[src/rtl/top_uart_rx.sv]
// top_uart_rx: memory-mapped 8N1 UART receiver for the local bus.
// Synchronises the serial input, recovers bytes with a mid-bit sampling
// state machine and buffers them in a FIFO drained through four registers.
//
// Ports:
//   i_clk          global clock
//   i_rst          asynchronous active-high reset
//   i_sel          block selected by the local bus decoder
//   i_addr         byte address, only [3:2] decoded
//   i_wdata        write data
//   i_we           byte write enables, any nonzero value is a write
//   o_rdata        read data, zero when not selected
//   i_rxd          serial input, idle high
//   o_int_uart_rx  level interrupt: inten & (valid | overrun | ferr)
//
// Registers (addr[3:2]):
//   0 RXDATA  [7:0] FIFO head (0 when empty), reading does not pop
//   1 STATUS  0 valid, 1 full, 2 overrun (W1C), 3 ferr (W1C), [12:8] count
//   2 CTRL    0 rxen, 1 inten
//   3 POP     any write pops one entry, reads 0
module top_uart_rx #(
    parameter int AWIDTH = 14,
    parameter int DIV    = 868,
    parameter int DEPTH  = 16
) (
    input  logic              i_clk,
    input  logic              i_rst,
    input  logic              i_sel,
    input  logic [AWIDTH-1:0] i_addr,
    input  logic [31:0]       i_wdata,
    input  logic [3:0]        i_we,
    output logic [31:0]       o_rdata,
    input  logic              i_rxd,
    output logic              o_int_uart_rx
);

    localparam int CNTW = $clog2(DIV);
    localparam int PW   = $clog2(DEPTH);
    localparam int CW   = PW + 1;

    localparam logic [CNTW-1:0] C_HALF = CNTW'(DIV / 2 - 1);
    localparam logic [CNTW-1:0] C_FULL = CNTW'(DIV - 1);

    typedef enum logic [1:0] {
        S_IDLE,
        S_START,
        S_DATA,
        S_STOP
    } state_t;

    // Receiver state
    logic            r_sync1;
    logic            r_sync2;
    state_t          r_state;
    logic [CNTW-1:0] r_cnt;
    logic [2:0]      r_bitidx;
    logic [7:0]      r_shift;
    logic            r_armed;
    logic            r_push;
    logic            r_ferr_evt;

    // FIFO
    logic [7:0]      r_mem [DEPTH];
    logic [PW-1:0]   r_wptr;
    logic [PW-1:0]   r_rptr;
    logic [CW-1:0]   r_count;

    // Control / status
    logic            r_overrun;
    logic            r_ferr;
    logic [1:0]      r_ctrl;
    logic            r_int;

    // Bus decode
    logic            w_wr;
    logic [1:0]      w_reg;
    logic            w_pop_req;
    logic            w_stat_wr;
    logic            w_ctrl_wr;
    logic            w_empty;
    logic            w_full;
    logic            w_do_pop;
    logic            w_do_push;
    logic            w_ovr_set;
    logic [7:0]      w_head;
    logic [4:0]      w_cnt5;
    logic [31:0]     w_status;
    logic            w_unused;

    assign w_wr      = i_sel & (|i_we);
    assign w_reg     = i_addr[3:2];
    assign w_pop_req = w_wr & (w_reg == 2'd3);
    assign w_stat_wr = w_wr & i_we[0] & (w_reg == 2'd1);
    assign w_ctrl_wr = w_wr & i_we[0] & (w_reg == 2'd2);

    assign w_empty   = (r_count == '0);
    assign w_full    = (r_count == CW'(DEPTH));
    assign w_do_pop  = w_pop_req & ~w_empty;
    // A pop in the same cycle frees the slot, so a push on full still lands.
    assign w_do_push = r_push & (~w_full | w_do_pop);
    assign w_ovr_set = r_push & w_full & ~w_do_pop;

    assign w_head    = w_empty ? '0 : r_mem[r_rptr];
    assign w_cnt5    = 5'(r_count);
    assign w_status  = {19'b0, w_cnt5, 4'b0, r_ferr, r_overrun, w_full, ~w_empty};

    assign w_unused  = ^{i_addr[AWIDTH-1:4], i_addr[1:0], i_wdata[31:4]};

    // Receive state machine with input synchroniser.
    // r_armed blocks start detection until the line has been seen high,
    // so a low stop bit (framing error) is not mistaken for a new start.
    always_ff @(posedge i_clk or posedge i_rst) begin
        if (i_rst) begin
            r_sync1    <= 1'b1;
            r_sync2    <= 1'b1;
            r_state    <= S_IDLE;
            r_cnt      <= '0;
            r_bitidx   <= '0;
            r_shift    <= '0;
            r_armed    <= 1'b1;
            r_push     <= 1'b0;
            r_ferr_evt <= 1'b0;
        end else begin
            r_sync1    <= i_rxd;
            r_sync2    <= r_sync1;
            r_push     <= 1'b0;
            r_ferr_evt <= 1'b0;
            if (!r_ctrl[0]) begin
                r_state <= S_IDLE;
                r_armed <= r_sync2;
            end else begin
                unique case (r_state)
                    S_IDLE: begin
                        if (r_sync2) begin
                            r_armed <= 1'b1;
                        end else if (r_armed) begin
                            r_state <= S_START;
                            r_cnt   <= C_HALF;
                        end
                    end
                    S_START: begin
                        if (r_cnt == '0) begin
                            if (!r_sync2) begin
                                r_state  <= S_DATA;
                                r_bitidx <= '0;
                                r_cnt    <= C_FULL;
                            end else begin
                                r_state <= S_IDLE;
                            end
                        end else begin
                            r_cnt <= r_cnt - CNTW'(1);
                        end
                    end
                    S_DATA: begin
                        if (r_cnt == '0) begin
                            r_shift <= {r_sync2, r_shift[7:1]};
                            r_cnt   <= C_FULL;
                            if (r_bitidx == 3'd7) begin
                                r_state <= S_STOP;
                            end else begin
                                r_bitidx <= r_bitidx + 3'd1;
                            end
                        end else begin
                            r_cnt <= r_cnt - CNTW'(1);
                        end
                    end
                    S_STOP: begin
                        if (r_cnt == '0) begin
                            r_push     <= r_sync2;
                            r_ferr_evt <= ~r_sync2;
                            r_armed    <= r_sync2;
                            r_state    <= S_IDLE;
                        end else begin
                            r_cnt <= r_cnt - CNTW'(1);
                        end
                    end
                    default: r_state <= S_IDLE;
                endcase
            end
        end
    end

    // FIFO storage has no reset; empty entries are masked on read.
    always_ff @(posedge i_clk) begin
        if (w_do_push) begin
            r_mem[r_wptr] <= r_shift;
        end
    end

    always_ff @(posedge i_clk or posedge i_rst) begin
        if (i_rst) begin
            r_wptr  <= '0;
            r_rptr  <= '0;
            r_count <= '0;
        end else begin
            if (w_do_push) begin
                r_wptr <= r_wptr + PW'(1);
            end
            if (w_do_pop) begin
                r_rptr <= r_rptr + PW'(1);
            end
            if (w_do_push && !w_do_pop) begin
                r_count <= r_count + CW'(1);
            end else if (!w_do_push && w_do_pop) begin
                r_count <= r_count - CW'(1);
            end
        end
    end

    // Sticky flags: a set in the same cycle as W1C wins.
    always_ff @(posedge i_clk or posedge i_rst) begin
        if (i_rst) begin
            r_overrun <= 1'b0;
            r_ferr    <= 1'b0;
            r_ctrl    <= 2'b01;
            r_int     <= 1'b0;
        end else begin
            r_overrun <= (r_overrun & ~(w_stat_wr & i_wdata[2])) | w_ovr_set;
            r_ferr    <= (r_ferr & ~(w_stat_wr & i_wdata[3])) | r_ferr_evt;
            if (w_ctrl_wr) begin
                r_ctrl <= i_wdata[1:0];
            end
            r_int <= r_ctrl[1] & (~w_empty | r_overrun | r_ferr);
        end
    end

    assign o_int_uart_rx = r_int;

    always_comb begin
        o_rdata = '0;
        if (i_sel) begin
            unique case (w_reg)
                2'd0:    o_rdata = {24'b0, w_head};
                2'd1:    o_rdata = w_status;
                2'd2:    o_rdata = {30'b0, r_ctrl};
                default: o_rdata = '0;
            endcase
        end
    end

endmodule

[config.mk]
export PLATFORM = sky130hd
export DESIGN_NAME = top_uart_rx
export DESIGN_NICKNAME = d
export VERILOG_FILES = /design/src/rtl/top_uart_rx.sv
export SDC_FILE = /design/constraint.sdc
export NUM_CORES = 1
export LEC_CHECK = 0
export BUFFER_PORTS_ARGS = -buffer_cell sky130_fd_sc_hd__buf_2
export CAP_MARGIN = 20
export CORE_MARGIN = 1.5
export CORE_UTILIZATION = 45
export CTS_BUF_LIST = sky130_fd_sc_hd__clkbuf_2 sky130_fd_sc_hd__clkbuf_4 sky130_fd_sc_hd__clkbuf_8
export DETAILED_ROUTE_END_ITERATION = 10
export SYNTH_ARGS = -nofsm -noshare
export SYNTH_HDL_FRONTEND = slang
export SYNTH_SLANG_ARGS = --single-unit
[constraint.sdc]
create_clock -name i_clk -period 3.2 [get_ports i_clk]
set_input_delay 0.16 -clock i_clk [delete_from_list [all_inputs] [get_ports i_clk]]
set_output_delay 0.16 -clock i_clk [all_outputs]
set_load 0.1 [all_outputs]
==> results.cfg <==
[sta]
slew-limit-headroom_pct = 51.8
clock_skew_ns = 0.0104
setup-tns-final_ns = 0
tightest_slew_ns = 0.718
drv_slew = 0
post-route-period-util_pct = 92.0
fmax_mhz = 340
hold_violations = 0
finalWorstSetupSlack_ns = 0.255
layout_min_cycle_time_ns = 2.95
rsz0062_at_grt = false
hold_ws_ns = 0.0449
setup_viol = 0

[power_and_ir_drop]
p_leak_nw = 3.26
power_density_nw_per_um2 = 625
ir_worst_vdd_v = 0.000348
total_power_mw = 5.38

[final_layout]
layout_commonest_cell = edfxtp_1
insertedDiodeCount = 0
final_cell_mix = 128 x edfxtp_1, 42 x dfrtp_1, 31 x nor2_1, 31 x mux4_2, 28 x nand2_1
post-route-cell-area_sq_um = 8600
fillers = 1426
nets = 645
layout-drive-gt1-share_pct = 24.6
area_growth_pct = 11.1

[floorplanning]
die_w_um = 134
core_sq_um = 16700
start_util_pct = 46.4
die_h_um = 134
io_pins = 87
num_rows = 47
dieArea_sq_um = 18000

[synth]
synth_xor_area_share_pct = 1.13
synth_fa_ha_area_share_pct = 3.17
synthMuxAreaShare_pct = 11.3
ys_warn_count = 0
synth-main-ff-cell = edfxtp_1
synth_compound_area_share_pct = 6.91
synth_cell_types = 60
synthArstFlopShare_pct = 26.4
syn_area_sq_um = 7750
ys_seq_area_share_pct = 64.5
ys_seq_elements = 174
synthSimpleGateAreaFrac_pct = 8.07
synth_top_family_by_area = multiplexers
syn_area_per_cell_sq_um = 14.8
synth_edf_count = 128
syn_inst = 525

[worst_setup_path]
regToRegEndpoint = r_count[4]
r2r-start = r_count[0]
crit_type = reg -> out
ff2ff_path_depth = 10
cp-start-kind = flop
path_max_fanout = 15
worst_setup_path_end_kind = output port
cp_data_required_time_ns = 3.04
reg2reg_setup_slack_ns = 0.37
arrival_ns = 2.79

[global_route]
grt_pass1_wl_um = 23900
grt_use_met2_pct = 29.7
first_global_vias = 4406
use_met3_pct = 4.80
gr-total-overflow = 0
grt_max_degree = 47
grt_usage_pct = 18.0
gr-max-usage-layer = met2
grt_use_met1_pct = 23.7
antenna_found_initial = 0

[route]
vias_per_cell = 5.49
dr.pass1.iters = 5
drc = 0
routed_wl_um = 15300
detail-route-antenna-nets = 0
drt-wirelength-per-cell_um = 19.0
drt_iter0_drc = 409
vias = 4419

[clocking]
cts_made_buffers = 17
clock_path_buffers = 2
cts_tree = yes
clk_pin_slew_ns = 0.09
clk_latency_ns = 0.46
htreeDepth = 4
cts_sinks = 174
cts_root_buf = clkbuf_8
cts_resized = 0

[hold_path]
worstHoldEndpoint = r_ferr
whs_path_depth = 3
hp-start = i_we[0]
hold_path_class = in -> reg

[placed_design]
post_dp_cell_area_sq_um = 8150
hpwl_um = 10200
io_buffers = 27
pre_cts_ws_ns = 0.336
place_congestion = 0.789

[job]
maxCapViolCount = 0

[run_status]
status = finished, final reports clean
## metal layers
| metal | up-vias | wire length (um) |
|---|---|---|
| met4 | 0 | 90 |
| li1 | 2033 | - |
| met1 | 2265 | 6620 |
| met2 | 115 | 7890 |
| met5 | - | 0 |
| met3 | 6 | 714 |
## timing repair
item	CTS	global route
setup buffers	0	0
hold buffers	6	0
endpoints found under the hold margin	47	0
## synth_stat cells, types with 3 or more instances
master / n / share of area, %
clkbuf_1: 17 / 0.82
mux2_2: 13 / 1.9
buf_2: 5 / 0.32
dfrtp_1: 42 / 14
edfxtp_1: 128 / 50
buf_4: 19 / 1.8
dfstp_2: 4 / 1.4
a211oi_1: 6 / 0.58
a21o_1: 4 / 0.39
ha_1: 18 / 2.9
nand3_1: 12 / 0.78
xnor2_1: 8 / 0.90
o31ai_1: 4 / 0.39
o21a_1: 3 / 0.29
nor2b_1: 11 / 0.89
mux2i_1: 3 / 0.39
buf_1: 3 / 0.15
o22ai_1: 7 / 0.57
nand2_1: 28 / 1.4
a21oi_1: 12 / 0.78
nand2b_1: 3 / 0.24
or3_1: 5 / 0.40
and2_1: 5 / 0.40
nor2_1: 31 / 1.5
o21ai_0: 25 / 1.6
mux4_2: 31 / 9.0
nor4_1: 5 / 0.40
inv_1: 24 / 1.2
nor3_1: 9 / 0.58
## state kept, by name, summed over array words and instances, names as in the netlist, 2 cells and up
signal / count
r_shift: 8
r_mem: 128
r_cnt: 10
r_count: 5
r_rptr: 4
r_wptr: 4
r_ctrl: 2
r_bitidx: 3
r_state: 2
## metrics by stage
stage               util (%)  std cells
finish                  51.5        805
CTS                     51.4        804
detailed placement      48.8        766
global placement        48.8        766
floorplan                  -        543
global route            51.5        805
## power by group
group	switching, mW	internal, mW
Clock	0.815	0.638
Combinational	0.811	0.478
Sequential	0.136	2.50
## cell families (layout without fill, tap and decap cells)
kind of cell               count (synthesis)  count (layout)
AOI/OAI and AO/OA                         80              80
other                                      1              19
buffers and inverters                     71             113
DFF                                      174             174
adders and majority gates                 19              19
xor gates and xnor gates                  10              10
muxes                                     47              47
and+or+nand+nor                          123             123
## area by class of cell
cell class | count | area [sq um] | share of cell area (%)
Clock buffer | 18 | 241 | 2.81
Clock inverter | 14 | 135 | 1.57
Inverter | 24 | 90.1 | 1.05
Multi-Input combinational cell | 298 | 2460 | 28.6
Sequential cell | 174 | 5000 | 58.1
Tap cell | 220 | 275 | 3.20
Timing Repair Buffer | 57 | 403 | 4.68
## worst max-delay path, stage by stage (launching register included)
cell,delay (ns)
dfrtp_1,0.78
buf_4,0.34
nor2b_1,0.07
a2111oi_0,0.44
a311oi_1,0.12
a221o_1,0.39
buf_12,0.18
## how the worst max path moves through the flow
stage / from / to / cells past startpoint
global placement: r_count[0] / r_count[4] / 10
floorplan: r_rptr[0] / o_rdata[1] / 6
CTS: r_rptr[3] / o_rdata[0] / 6
global route: r_count[0] / r_count[4] / 10
detailed placement: r_count[0] / r_count[4] / 10
finish: r_rptr[3] / o_rdata[0] / 6
(Power assumes the default switching activity.)
